### src/rtl/instruction_decoder_pkg.sv
// Shared opcode classes, field positions, ALU codes and register names for the
// instruction decoder and its neighbours.
package instruction_decoder_pkg;

  localparam int unsigned INSTR_W = 8;
  localparam int unsigned NUM_REG = 8;

  // Instruction classes, recognised from the leading prefix bits
  typedef enum logic [2:0] {
    OP_LOAD = 3'd0,  // 0ddd_iiii
    OP_MOVE = 3'd1,  // 10dd_dsss
    OP_ALU  = 3'd2,  // 110f_ffxy
    OP_JMP  = 3'd3,  // 1110_aaaa
    OP_JNZ  = 3'd4   // 1111_aaaa
  } opclass_e;

  // Field bit positions (LSB of each field)
  localparam int unsigned LOAD_DST_LSB = 4;  // ddd in [6:4]
  localparam int unsigned LOAD_IMM_LSB = 0;  // iiii in [3:0]
  localparam int unsigned MOVE_DST_LSB = 3;  // ddd in [5:3]
  localparam int unsigned MOVE_SRC_LSB = 0;  // sss in [2:0]
  localparam int unsigned ALU_FN_LSB   = 2;  // fff in [4:2]
  localparam int unsigned ALU_X_BIT    = 1;
  localparam int unsigned ALU_Y_BIT    = 0;
  localparam int unsigned JMP_ADDR_LSB = 0;  // aaaa in [3:0]

  // ALU function codes as interpreted by the datapath
  localparam logic [2:0] ALU_ADD = 3'd0;
  localparam logic [2:0] ALU_SUB = 3'd1;
  localparam logic [2:0] ALU_AND = 3'd2;
  localparam logic [2:0] ALU_OR  = 3'd3;
  localparam logic [2:0] ALU_XOR = 3'd4;
  localparam logic [2:0] ALU_NOT = 3'd5;
  localparam logic [2:0] ALU_SHL = 3'd6;
  localparam logic [2:0] ALU_SHR = 3'd7;

  // Destination register indices
  localparam logic [2:0] REG_X0 = 3'd0;
  localparam logic [2:0] REG_X1 = 3'd1;
  localparam logic [2:0] REG_Y0 = 3'd2;
  localparam logic [2:0] REG_Y1 = 3'd3;
  localparam logic [2:0] REG_R0 = 3'd4;
  localparam logic [2:0] REG_R1 = 3'd5;
  localparam logic [2:0] REG_O  = 3'd6;
  localparam logic [2:0] REG_R  = 3'd7;  // ALU result register

  // Classify an instruction word by its prefix
  function automatic opclass_e op_class(input logic [INSTR_W-1:0] w);
    opclass_e c;
    if (!w[7])      c = OP_LOAD;
    else if (!w[6]) c = OP_MOVE;
    else if (!w[5]) c = OP_ALU;
    else if (!w[4]) c = OP_JMP;
    else            c = OP_JNZ;
    return c;
  endfunction

endpackage

### src/rtl/instruction_decoder_zero_flag_reg.sv
// Zero flag register: captures the ALU zero indication when loaded, holds otherwise.
module zero_flag_reg (
  input  logic clk_i,
  input  logic rst_i,
  input  logic load_i,
  input  logic d_i,
  output logic q_o
);

  logic flag_q;

  // Sync reset clears the flag; load captures d_i, otherwise hold
  always_ff @(posedge clk_i) begin
    if (rst_i)       flag_q <= 1'b0;
    else if (load_i) flag_q <= d_i;
  end

  assign q_o = flag_q;

endmodule

### src/rtl/instruction_decoder.sv
// Instruction decoder: combinational decode of the program memory word into
// sequencer jump controls and datapath strobes, plus the zero flag and a
// debug instruction register.
module instruction_decoder
  import instruction_decoder_pkg::*;
#(
  parameter int IW   = 8,
  parameter int NREG = 8
) (
  input  logic            clk,
  input  logic            sync_reset,
  input  logic [IW-1:0]   pm_data,
  input  logic            alu_zero,
  output logic            jmp,
  output logic            jmp_nz,
  output logic [3:0]      jmp_addr,
  output logic            dont_jmp,
  output logic [NREG-1:0] reg_en,
  output logic [2:0]      src_sel,
  output logic            imm_sel,
  output logic [3:0]      imm,
  output logic [2:0]      alu_func,
  output logic            alu_xsel,
  output logic            alu_ysel,
  output logic [IW-1:0]   from_ID
);

  typedef enum logic {ST_RST, ST_RUN} state_e;

  state_e          state_q;
  logic [IW-1:0]   ir_q;

  logic            jmp_d;
  logic            jmp_nz_d;
  logic [3:0]      jmp_addr_d;
  logic [NREG-1:0] reg_en_d;
  logic [2:0]      src_sel_d;
  logic            imm_sel_d;
  logic [3:0]      imm_d;
  logic [2:0]      alu_func_d;
  logic            alu_xsel_d;
  logic            alu_ysel_d;
  logic            flag_load_d;

  logic [2:0]      load_dst;
  logic [2:0]      move_dst;
  logic [2:0]      move_src;

  assign load_dst = pm_data[LOAD_DST_LSB +: 3];
  assign move_dst = pm_data[MOVE_DST_LSB +: 3];
  assign move_src = pm_data[MOVE_SRC_LSB +: 3];

  // Decode pm_data; everything stays zero while reset is asserted
  always_comb begin
    jmp_d       = 1'b0;
    jmp_nz_d    = 1'b0;
    jmp_addr_d  = '0;
    reg_en_d    = '0;
    src_sel_d   = '0;
    imm_sel_d   = 1'b0;
    imm_d       = '0;
    alu_func_d  = '0;
    alu_xsel_d  = 1'b0;
    alu_ysel_d  = 1'b0;
    flag_load_d = 1'b0;
    if (!sync_reset) begin
      unique case (op_class(pm_data))
        OP_LOAD: begin
          reg_en_d[load_dst] = 1'b1;
          imm_sel_d          = 1'b1;
          imm_d              = pm_data[LOAD_IMM_LSB +: 4];
        end
        OP_MOVE: begin
          src_sel_d = move_src;
          // Moving a register onto itself is the NOP encoding
          if (move_dst != move_src) reg_en_d[move_dst] = 1'b1;
        end
        OP_ALU: begin
          alu_func_d      = pm_data[ALU_FN_LSB +: 3];
          alu_xsel_d      = pm_data[ALU_X_BIT];
          alu_ysel_d      = pm_data[ALU_Y_BIT];
          reg_en_d[REG_R] = 1'b1;
          flag_load_d     = 1'b1;
        end
        OP_JMP: begin
          jmp_d      = 1'b1;
          jmp_addr_d = pm_data[JMP_ADDR_LSB +: 4];
        end
        OP_JNZ: begin
          jmp_nz_d   = 1'b1;
          jmp_addr_d = pm_data[JMP_ADDR_LSB +: 4];
        end
        default: ;
      endcase
    end
  end

  assign jmp      = jmp_d;
  assign jmp_nz   = jmp_nz_d;
  assign jmp_addr = jmp_addr_d;
  assign reg_en   = reg_en_d;
  assign src_sel  = src_sel_d;
  assign imm_sel  = imm_sel_d;
  assign imm      = imm_d;
  assign alu_func = alu_func_d;
  assign alu_xsel = alu_xsel_d;
  assign alu_ysel = alu_ysel_d;

  // Reset/run tracking and instruction register capture
  always_ff @(posedge clk) begin
    if (sync_reset) begin
      state_q <= ST_RST;
      ir_q    <= '0;
    end else begin
      state_q <= ST_RUN;
      ir_q    <= pm_data;
    end
  end

  assign from_ID = ir_q;

  // Once running, the two jump requests must be mutually exclusive
  always_ff @(posedge clk) begin
    if (state_q == ST_RUN && !sync_reset)
      assert (!(jmp_d && jmp_nz_d));
  end

  zero_flag_reg u_zero_flag (
    .clk_i  (clk),
    .rst_i  (sync_reset),
    .load_i (flag_load_d),
    .d_i    (alu_zero),
    .q_o    (dont_jmp)
  );

endmodule

### config.mk
export PLATFORM = sky130hd
export DESIGN_NAME = instruction_decoder
export DESIGN_NICKNAME = d
export VERILOG_FILES = /design/src/rtl/instruction_decoder_pkg.sv /design/src/rtl/instruction_decoder_zero_flag_reg.sv /design/src/rtl/instruction_decoder.sv
export SDC_FILE = /design/constraint.sdc
export NUM_CORES = 1
export LEC_CHECK = 0
export CAP_MARGIN = 20
export CORE_ASPECT_RATIO = 0.9
export CORE_MARGIN = 2
export CORE_UTILIZATION = 30
export DETAILED_ROUTE_END_ITERATION = 8
export PLACE_DENSITY_LB_ADDON = 0.3
export SKIP_CTS_REPAIR_TIMING = 1
export SLEW_MARGIN = 20
export SYNTH_ARGS = -nofsm -noshare
export SYNTH_HDL_FRONTEND = slang
export SYNTH_SLANG_ARGS = --single-unit
### constraint.sdc
create_clock -name clk -period 1.9 [get_ports clk]
set_input_delay 0.57 -clock clk [delete_from_list [all_inputs] [get_ports clk]]
set_output_delay 0.57 -clock clk [all_outputs]
set_load 0.03 [all_outputs]
==> impl_metrics.json, run 1 <==
{
  "outcome": "did not finish",
  "failed_stage": "global routing",
  "error_line": "[ERROR DPL-0033] detailed placement checks failed during check placement.",
  "ctsRootBufferMaster": "clkbuf_4",
  "portBuffers": 46,
  "start_util": 0.322,
  "die_h_um": 47.2,
  "synth_edf_count": 0,
  "num_rows": 15,
  "cts.htree.levels": 1,
  "syn_area_um2": 622,
  "synth_warnings": 0,
  "worstEpCategory": "primary output",
  "ys_async_sr_fraction": 0,
  "ys_types": 29,
  "cts_sinks": 9,
  "syn_avg_cell_area_um2": 7.15,
  "die_w_um": 52.0,
  "numCtsBuffers": 3,
  "grt_max_degree": 16,
  "ys.flop_type": "dfxtp_1",
  "grt_repair_worst_endpoint": "reg_en[3]",
  "dpl.hpwl_um": 1930,
  "seq_area_frac_synth": 0.290,
  "antenna_found_initial": 0,
  "synth_top_area_cell": "dfxtp_1",
  "cts.path.max_buffers": 2,
  "io_pins": 47,
  "yosysTopAreaCellShare": 0.290,
  "synth_area_leaders": "dfxtp_1 (29%), nor2_1 (9.7%), nand2b_1 (8.0%), inv_1 (7.2%), nor3_1 (4.0%)",
  "syn_inst": 87,
  "ys_ff_latch": 9,
  "syn_nets": 98,
  "gp_congestion": 0.834,
  "dp_cells": 183
}
-- cells in the mapped netlist, drive strengths merged, types with 2 or more instances --
cell / count
nand3: 3
nor3: 5
mux2i: 2
nand2: 2
nor2: 16
buf: 2
clkbuf: 2
a21oi: 3
a2111oi: 2
o31ai: 3
nand2b: 8
inv: 12
or2: 2
xor2: 2
dfxtp: 9
o211ai: 2
-- kinds of logic after synthesis --
group	after synthesis	synth area share
AO/OA/AOI/OAI	14	0.177
XOR/XNOR	2	0.0282
buffers and inverters	16	0.101
flip-flops	9	0.290
multiplexers	2	0.0322
AND/OR/NAND/NOR	44	0.372
-- through the flow --
| step | cell area (um^2) | util | setup slack [ps] |
|---|---|---|---|
| 3_5_place_dp | 1440 | 0.746 | -1080 |
| 3_3_place_gp | 1440 | 0.746 | -1020 |
| 4_1_cts | 1470 | 0.760 | -1080 |
| 2_1_floorplan | 853 | - | -328 |
==> run 2, diff against run 1 <==
Settings changed: CORE_AREA from default to 2 2 63 65, CORE_ASPECT_RATIO 0.9 to default, CORE_MARGIN 2 to default, CORE_UTILIZATION 30 to default, DIE_AREA from default to 0 0 65 67, PLACE_DENSITY_LB_ADDON 0.3 to 0.15.
Clock period 1.9 ns to 2.5 ns, I/O delays scaled along.
==> impl_metrics.json, run 2 <==
{
  "ys_async_sr_fraction": 0,
  "maxSlewHeadroom": 0.743,
  "synth_warnings": 0,
  "die_h_um": 67,
  "gp_congestion": 0.848,
  "max_freq_ghz": 0.388,
  "hold_path_class": "reg2reg",
  "area_delta_synth_final_pct": 149,
  "cts_sinks": 9,
  "first_global_vias": 874,
  "slew_viol_final": 0,
  "utilization": 0.429,
  "syn_nets": 98,
  "syn_area_um2": 622,
  "grt_pass1_wl_um": 3920,
  "fin_nets": 179,
  "grt_max_degree": 10,
  "die-area_um2": 4360,
  "synth_top_area_cell": "dfxtp_1",
  "num_rows": 22,
  "skew_ps": 0,
  "core-area_um2": 3610,
  "io_pins": 47,
  "syn_avg_cell_area_um2": 7.15,
  "num_antenna_cells": 0,
  "portBuffers": 46,
  "final_cell_mix": "buf_4 (55), nor2_1 (16), clkdlybuf4s50_1 (10)",
  "fin_ws_ps": -77.9,
  "clk_pin_slew_ps": 50,
  "critPathSlowestCell": "a2111oi_2",
  "cts_tree": "yes",
  "power_w": 0.000538,
  "maxCapViolCount": 0,
  "ys_ff_latch": 9,
  "finalCritPeriodShare": 1.03,
  "hold_viol_final": 0,
  "ir_worst_vdd_v": 0.000116,
  "crit_buf_inv": 2,
  "cp-end-kind": "output pin",
  "clk_latency_ps": 230,
  "powerDensity_nw_per_um2": 348,
  "vias": 887,
  "syn_inst": 87,
  "worst-setup-path-type": "in2out",
  "ctsRootBufferMaster": "clkbuf_8",
  "die_w_um": 65,
  "seq_area_frac_synth": 0.290,
  "largest_reg_flops": 8,
  "routed_wirelength_um": 2560,
  "final_common_cell": "buf_4",
  "crit_family": "compound AO/OA/AOI/OAI gates",
  "rsz0062_at_grt": "true",
  "vias_per_cell": 4.13,
  "finalSetupViolations": 5,
  "cts.path.max_buffers": 2,
  "cp.required_ps": 1750,
  "critPathMaxStageDelay_ps": 390,
  "min_period_ps": 2580,
  "routedWlPerCell_um": 11.9,
  "crit_chain": "buf_8, xor2_4, o311ai_2, a2111oi_2, buf_4",
  "dpl.hpwl_um": 2110,
  "firstDrtPassIters": 4,
  "synthTopCellsByCount": "nor2_1 (16), inv_1 (12), dfxtp_1 (9)",
  "outcome": "finished, violations left",
  "numCtsBuffers": 3,
  "final_antenna_net_count": 0,
  "synth_area_leaders": "dfxtp_1 (29%), nor2_1 (9.7%), nand2b_1 (8.0%), inv_1 (7.2%), nor3_1 (4.0%)",
  "antenna_found_initial": 0,
  "worst_pin_slew_ps": 383,
  "grt_overflow": 0,
  "crit_fanout": 4,
  "synth_most_common_cell": "nor2_1",
  "drc": 0,
  "ys.flop_type": "dfxtp_1",
  "yosysTopAreaCellShare": 0.290,
  "drt_iter0_markers": 31,
  "ys_types": 29,
  "cts.htree.levels": 1,
  "synth_edf_count": 0,
  "violations": "setup timing",
  "cp.arrival_ps": 1830,
  "p_leak_nw": 0.749,
  "drive_above_1_share": 0.557,
  "start_kind": "input port",
  "track_usage": 0.118,
  "start_util": 0.172
}
## run 2: path summary, 6_finish.rpt
| kind | startpoint | to | slack (ps) | cells after the start |
|---|---|---|---|---|
| setup / recovery | pm_data[2] | reg_en[1] | -80 | 5 |
| setup reg to reg | u_zero_flag.q_o$_SDFFE_PP0P_ | u_zero_flag.q_o$_SDFFE_PP0P_ | 1900 | 2 |
| hold reg to reg | u_zero_flag.q_o$_SDFFE_PP0P_ | u_zero_flag.q_o$_SDFFE_PP0P_ | 510 | 2 |
| hold / removal | u_zero_flag.q_o$_SDFFE_PP0P_ | u_zero_flag.q_o$_SDFFE_PP0P_ | 510 | 2 |
## run 2: cells by family (layout without fill, tap and decap cells)
family	count (synthesis)	count (layout)	synth area share
AOI/OAI and AO/OA	14	14	0.177
buffers and inverters	16	96	0.101
xor gates and xnor gates	2	2	0.0282
muxes	2	2	0.0322
and+or+nand+nor	44	44	0.372
DFF	9	9	0.290
## run 2: tightest hold or removal path, delay by kind of cell, from the launching register on
kind	cells	cell delay (ps)
flops	1	330
mux	1	70
simple gates	1	80
## run 2: power breakdown
part           total [W]  leakage (nW)  internal [W]  switching [W]
Combinational   0.000220         0.652      0.000104       0.000116
Clock           0.000165        0.0228      0.000111      0.0000543
Sequential      0.000153        0.0748      0.000151     0.00000174
Total           0.000538         0.749      0.000366       0.000172
## run 2: through the flow
| stage | setup TNS (ps) | hold WS (ps) | std cells | worst slack (ps) | area, um^2 |
|---|---|---|---|---|---|
| finish | -147 | 513 | 215 | -77.9 | 1550 |
| global route | -373 | 576 | 215 | -103 | 1550 |
| CTS | -9760 | 519 | 214 | -602 | 1400 |
| detailed placement | -9670 | 513 | 210 | -595 | 1350 |
| global placement | -9390 | 484 | 210 | -560 | 1350 |
| floorplan | -243 | 642 | 87 | -117 | 692 |
## run 2: area by class of cell
| type | count | area (um^2) |
|---|---|---|
| fill | 372 | 2060 |
| timing repair buffer | 80 | 687 |
| multi-input combinational | 62 | 527 |
| sequential | 9 | 180 |
| tap | 48 | 60.1 |
| inverter | 12 | 47.5 |
| clock buffer | 4 | 45.0 |
## run 2: layer usage
layer / track usage / part of all wire / vias up / wire length [um]
li1: - / - / 454 / -
met1: 0.131 / 0.42 / 400 / 1080
met2: 0.207 / 0.51 / 27 / 1300
met3: 0.0220 / 0.046 / 6 / 117
met4: 0.0745 / 0.025 / 0 / 63
met5: 0 / 0 / - / 0
Power figures use the tool's default switching activity.
